**config.mk**
```make
export PLATFORM = sky130hd
export DESIGN_NAME = mod6_countdown
export DESIGN_NICKNAME = d
export VERILOG_FILES = /design/src/rtl/timer_pkg.sv /design/src/rtl/mod6_countdown_digit_next.sv /design/src/rtl/mod6_countdown.sv
export SDC_FILE = /design/constraint.sdc
export NUM_CORES = 1
export LEC_CHECK = 0
export ABC_CLOCK_PERIOD_IN_PS = 1400
export BUFFER_PORTS_ARGS = -buffer_cell sky130_fd_sc_hd__buf_2
export CORE_AREA = 2 2 39 41
export CTS_BUF_LIST = sky130_fd_sc_hd__clkbuf_2
export CTS_CLUSTER_DIAMETER = 120
export DETAILED_ROUTE_END_ITERATION = 8
export DIE_AREA = 0 0 41 43
export PLACE_DENSITY = 0.46
export SLEW_MARGIN = 0
export SYNTH_ARGS = -nofsm -noshare
export SYNTH_HDL_FRONTEND = slang
export SYNTH_SLANG_ARGS = --single-unit
```
**constraint.sdc**
```tcl
create_clock -name clk -period 1.4 [get_ports clk]
set_clock_uncertainty 0.1 [all_clocks]
set_input_delay 0.35 -clock clk [delete_from_list [all_inputs] [get_ports clk]]
set_output_delay 0.35 -clock clk [all_outputs]
set_load 0.05 [all_outputs]
```
**src/rtl/timer_pkg.sv**
```systemverilog
// timer_pkg: shared digit width, seconds-tens ceiling, digit type and clamp helper
package timer_pkg;
    localparam int W       = 4;
    localparam int MAX_VAL = 5;
    typedef logic [W-1:0] digit_t;
    function automatic digit_t clamp_digit(input digit_t d, input digit_t max);
        return (d > max) ? max : d;
    endfunction
endpackage

```
**src/rtl/mod6_countdown_digit_next.sv**
```systemverilog
// digit_next: next-count logic for a BCD down-counter digit (load/clamp, decrement, wrap)
//   cur   : current count
//   data  : preset, clamped to MAX_VAL
//   loadn : active-low load, wins over en
//   en    : decrement enable
//   nxt   : value to register on the next edge
//   MOD6_HOLD_AT_ZERO_EN: when defined, en at 0 holds 0 instead of wrapping
module digit_next #(
    parameter int MAX_VAL = timer_pkg::MAX_VAL,
    parameter int W       = timer_pkg::W
) (
    input  logic [W-1:0] cur,
    input  logic [W-1:0] data,
    input  logic         loadn,
    input  logic         en,
    output logic [W-1:0] nxt
);
    localparam logic [W-1:0] MAX_W = W'(MAX_VAL);
`ifdef MOD6_HOLD_AT_ZERO_EN
    localparam logic [W-1:0] WRAP = '0;
`else
    localparam logic [W-1:0] WRAP = MAX_W;
`endif
    always_comb begin
        nxt = !loadn ? ((data > MAX_W) ? MAX_W : data) :
              en     ? ((cur != '0) ? cur - W'(1) : WRAP) :
                       cur;
    end
endmodule

```
**src/rtl/mod6_countdown.sv**
```systemverilog
// mod6_countdown: mod-6 BCD down-counter digit (tens of seconds) with borrow-out
//   clk   : rising-edge clock
//   clrn  : synchronous active-high clear (highest priority)
//   data  : preset value, loaded when loadn=0 (clamped to MAX_VAL)
//   loadn : synchronous active-low load
//   en    : count enable / borrow-in from the lower digit
//   out   : current count, 0..MAX_VAL
//   tc    : borrow-out, en & (out==0)
//   zero  : out==0
//   MOD6_HOLD_AT_ZERO_EN: when defined, the digit stops at 0 instead of wrapping
module mod6_countdown
    import timer_pkg::*;
#(
    parameter int MAX_VAL = timer_pkg::MAX_VAL,
    parameter int W       = timer_pkg::W
) (
    input  logic         clk,
    input  logic         clrn,
    input  logic [W-1:0] data,
    input  logic         loadn,
    input  logic         en,
    output logic [W-1:0] out,
    output logic         tc,
    output logic         zero
);
    logic [W-1:0] nxt;
    digit_next #(.MAX_VAL(MAX_VAL), .W(W)) u_next (
        .cur  (out),
        .data (data),
        .loadn(loadn),
        .en   (en),
        .nxt  (nxt)
    );
    always_ff @(posedge clk) begin
        if (clrn) out <= '0;
        else      out <= nxt;
    end
    assign zero = (out == '0);
    assign tc   = en & zero;
endmodule

```
==> impl_metrics.tcl <==
set metrics [dict create \
    status "complete, but fails checks" \
    violations "setup timing" \
    cts_tree "yes" \
    fp.coreArea_um2 1384 \
    crit_chain "or3b_4 -> nor3_4 -> buf_6" \
    leakagePower_nw 0.1872 \
    async_reset_ff_frac 0 \
    rsz0062_at_grt "yes" \
    largest_reg_flops 4 \
    clockBufferDepth 2 \
    topRoutingLayerUsed "met3" \
    start_util 0.1465 \
    drt_iter0_drc 3 \
    synth_fp_nets 31 \
    seq_area_frac_synth 0.3951 \
    min_period_over_period 1.228 \
    grt_pass1_vias 271 \
    dr.pass1.iters 4 \
    utilization 0.3092 \
    grt_max_degree 7 \
    wl_met3_um 59 \
    drive_gt1_frac 0.6809 \
    cts-root-buf "clkbuf_2" \
    cts_hold_buf 0 \
    netlist_instances 23 \
    ir_worst_vdd_v 0.0003141 \
    yosys_register_bits 4 \
    synth_compound_area_frac 0.2160 \
    die_area_um2 1763 \
    port_buffers 13 \
    diodes 0 \
    antenna_found_initial 0 \
    pin_count 14 \
    synthTopCellsByCount "4 x dfxtp_1, 3 x nor2_1, 3 x nor3_1" \
    h-tree-depth 1 \
    power_frac_seq 0.315 \
    cp.required_ps 950 \
    fin_cells 63 \
    synth-simple-area-share 0.3457 \
    crit_start "out[1]" \
    nets 56 \
    pre_cts_ws_ps -323.1 \
    drv_slew 0 \
    slew_headroom 0.7356 \
    synthTopCellsByArea "dfxtp_1 40%, a311oi_1 8.6%, nor3_1 7.4%" \
    avgSynthCellArea_um2 8.813 \
    syn_to_final_growth_pct 111.1 \
    drt_wl_total_um 655 \
    synth_top_family_by_area "simple AND/OR/NAND/NOR gates" \
    synth_top_area_cell "dfxtp_1" \
    avgRoutedWirePerCell_um 10.40 \
    crit_end "tc" \
    period_minus_slack_ps 1719 \
    switching_share 0.3586 \
    wl_met2_um 266 \
    vias 271 \
    yosysUniqueCellTypes 13 \
    synth_top_flop_cell "dfxtp_1" \
    multi_input_area_um2 148.9 \
    ff_latch_area_um2 90.09 \
    path_max_fanout 2 \
    cts_inserted_buffers 3 \
    n_fill_cell 151 \
    die_h_um 43 \
    grt_pass1_wl_um 1062 \
    drt-vias-per-instance 4.302 \
    slowest_delay_ps 410 \
    drtAntennaViolNets 0 \
    die_w_um 41 \
    top_register "out" \
    synthAdderAreaFrac 0 \
    p_sw_mw 0.1500 \
    hp-class "in -> reg" \
    synth_top_area_share 0.3951 \
    reg2reg_depth 6 \
    setup_ws_ps -319.1 \
    start_kind "flop" \
    cp.arrival_ps 1270 \
    rr_endpoint "out[2]" \
    fmax_mhz 581.7 \
    power_frac_comb 0.382 \
    largestRegisters "out (4)" \
    row_count 14 \
    synth-xor-area-share 0.04321 \
    worstSetupEndpointType "output pin" \
    grt-ovfl-total 0 \
    synth-edff-count 0 \
    r2r_setup_slack_ps -240 \
    syn_area_um2 202.7 \
    clkTransAtPathRegs_ps 60 \
    place.gp.congestion 0.6398 \
    drv_cap 0 \
    clock_sink_count 4 \
    p_per_area_nw_per_um2 977.3 \
    setup_viol 4 \
    r2r_start "out[1]" \
    synth_most_common_cell "dfxtp_1" \
    cp_slowest_cell "or3b_4" \
    grt.total_usage 0.09137 \
    clkPwrFrac 0.303 \
    yosysWarnings 0 \
    crit_type "reg -> out" \
    clk_latency_ps 210 \
    wl_met1_um 330 \
    place_inst 57 \
    p_int_mw 0.2683 \
    synthMuxAreaShare 0 \
    hold_violations 0 \
    hpwl_um 520.4 \
    tightest_slew_ps 386.6 \
    drc 0 \
]
==> area by class of cell <==
| class | count | area share |
|---|---|---|
| Tap cell | 16 | 0.04678 |
| Sequential cell | 4 | 0.2105 |
| Timing Repair Buffer | 20 | 0.3480 |
| Clock buffer | 4 | 0.04678 |
| Multi-Input combinational cell | 19 | 0.3480 |
==> metal layers <==
| metal | up-vias | track usage |
|---|---|---|
| met4 | 0 | 0.06000 |
| met2 | 14 | 0.1250 |
| met3 | 0 | 0.03141 |
| li1 | 138 | - |
| met5 | - | 0 |
| met1 | 119 | 0.1158 |
==> power groups by stage <==
| stage | Sequential [mW] | Clock [mW] | Combinational [mW] |
|---|---|---|---|
| finish | 0.132 | 0.127 | 0.160 |
| global route | 0.133 | 0.140 | 0.170 |
| CTS | 0.131 | 0.135 | 0.152 |
| detailed placement | 0.133 | 0 | 0.134 |
| global placement | 0.133 | 0 | 0.134 |
| floorplan | 0.162 | 0 | 0.0577 |
==> kinds of logic after synthesis <==
kind of cell,after synthesis
compound gates,5
xor+xnor,1
flops,4
simple gates,13
==> placed cells by master (no fill, tap or decap) <==
cell type,synthesis,final
buf_4,0,6
a21oi_1,1,1
or3_1,1,1
a311oi_1,2,2
buf_2,0,8
nor4_4,0,1
nor3_1,3,2
clkbuf_4,0,1
xor2_1,1,1
a2111oi_0,1,1
nand2_1,2,2
dfxtp_2,0,2
dfxtp_4,0,2
clkbuf_2,0,4
nand2b_1,2,2
buf_6,0,5
nor2_1,3,3
nor3_4,0,1
or3b_4,1,1
a211oi_2,1,1
==> worst max-delay path, delay by kind of cell (launching register included) <==
| family | cells | cell delay [ps] |
|---|---|---|
| AND/OR/NAND/NOR | 2 | 540 |
| buffers and inverters | 1 | 180 |
| flip-flops | 1 | 340 |
==> worst min path at each step <==
stage           start  endpoint  slack (ps)  cells after the start
3_5_place_dp   out[3]    out[3]         390                      2
2_1_floorplan    clrn    out[2]         310                      1
5_1_grt          clrn    out[0]         240                      2
3_3_place_gp   out[3]    out[3]         390                      2
6_report         clrn    out[0]         250                      2
4_1_cts          clrn    out[0]         240                      2
==> per-stage QoR <==
| stage | total power, mW | setup TNS (ps) | hold WS, ps | instance area (um2) |
|---|---|---|---|---|
| 2_1_floorplan | 0.2202 | -480.8 | 307.3 | 239.0 |
| 3_3_place_gp | 0.2675 | -491.6 | 390.0 | 361.6 |
| 3_5_place_dp | 0.2679 | -511.1 | 392.9 | 361.6 |
| 4_1_cts | 0.4182 | -701.7 | 238.3 | 410.4 |
| 5_1_grt | 0.4433 | -1043 | 241.7 | 427.9 |
| 6_report | 0.4182 | -823.2 | 251.6 | 427.9 |
==> repair_timing <==
item / CTS / global route
endpoints found under the setup margin: 5 / 6
setup buffers: 1 / 1
gates cloned: 0 / 0
resized for setup: 7 / 3
pin swaps: 3 / 3
Note: power is estimated with default switching activity, not from simulation.
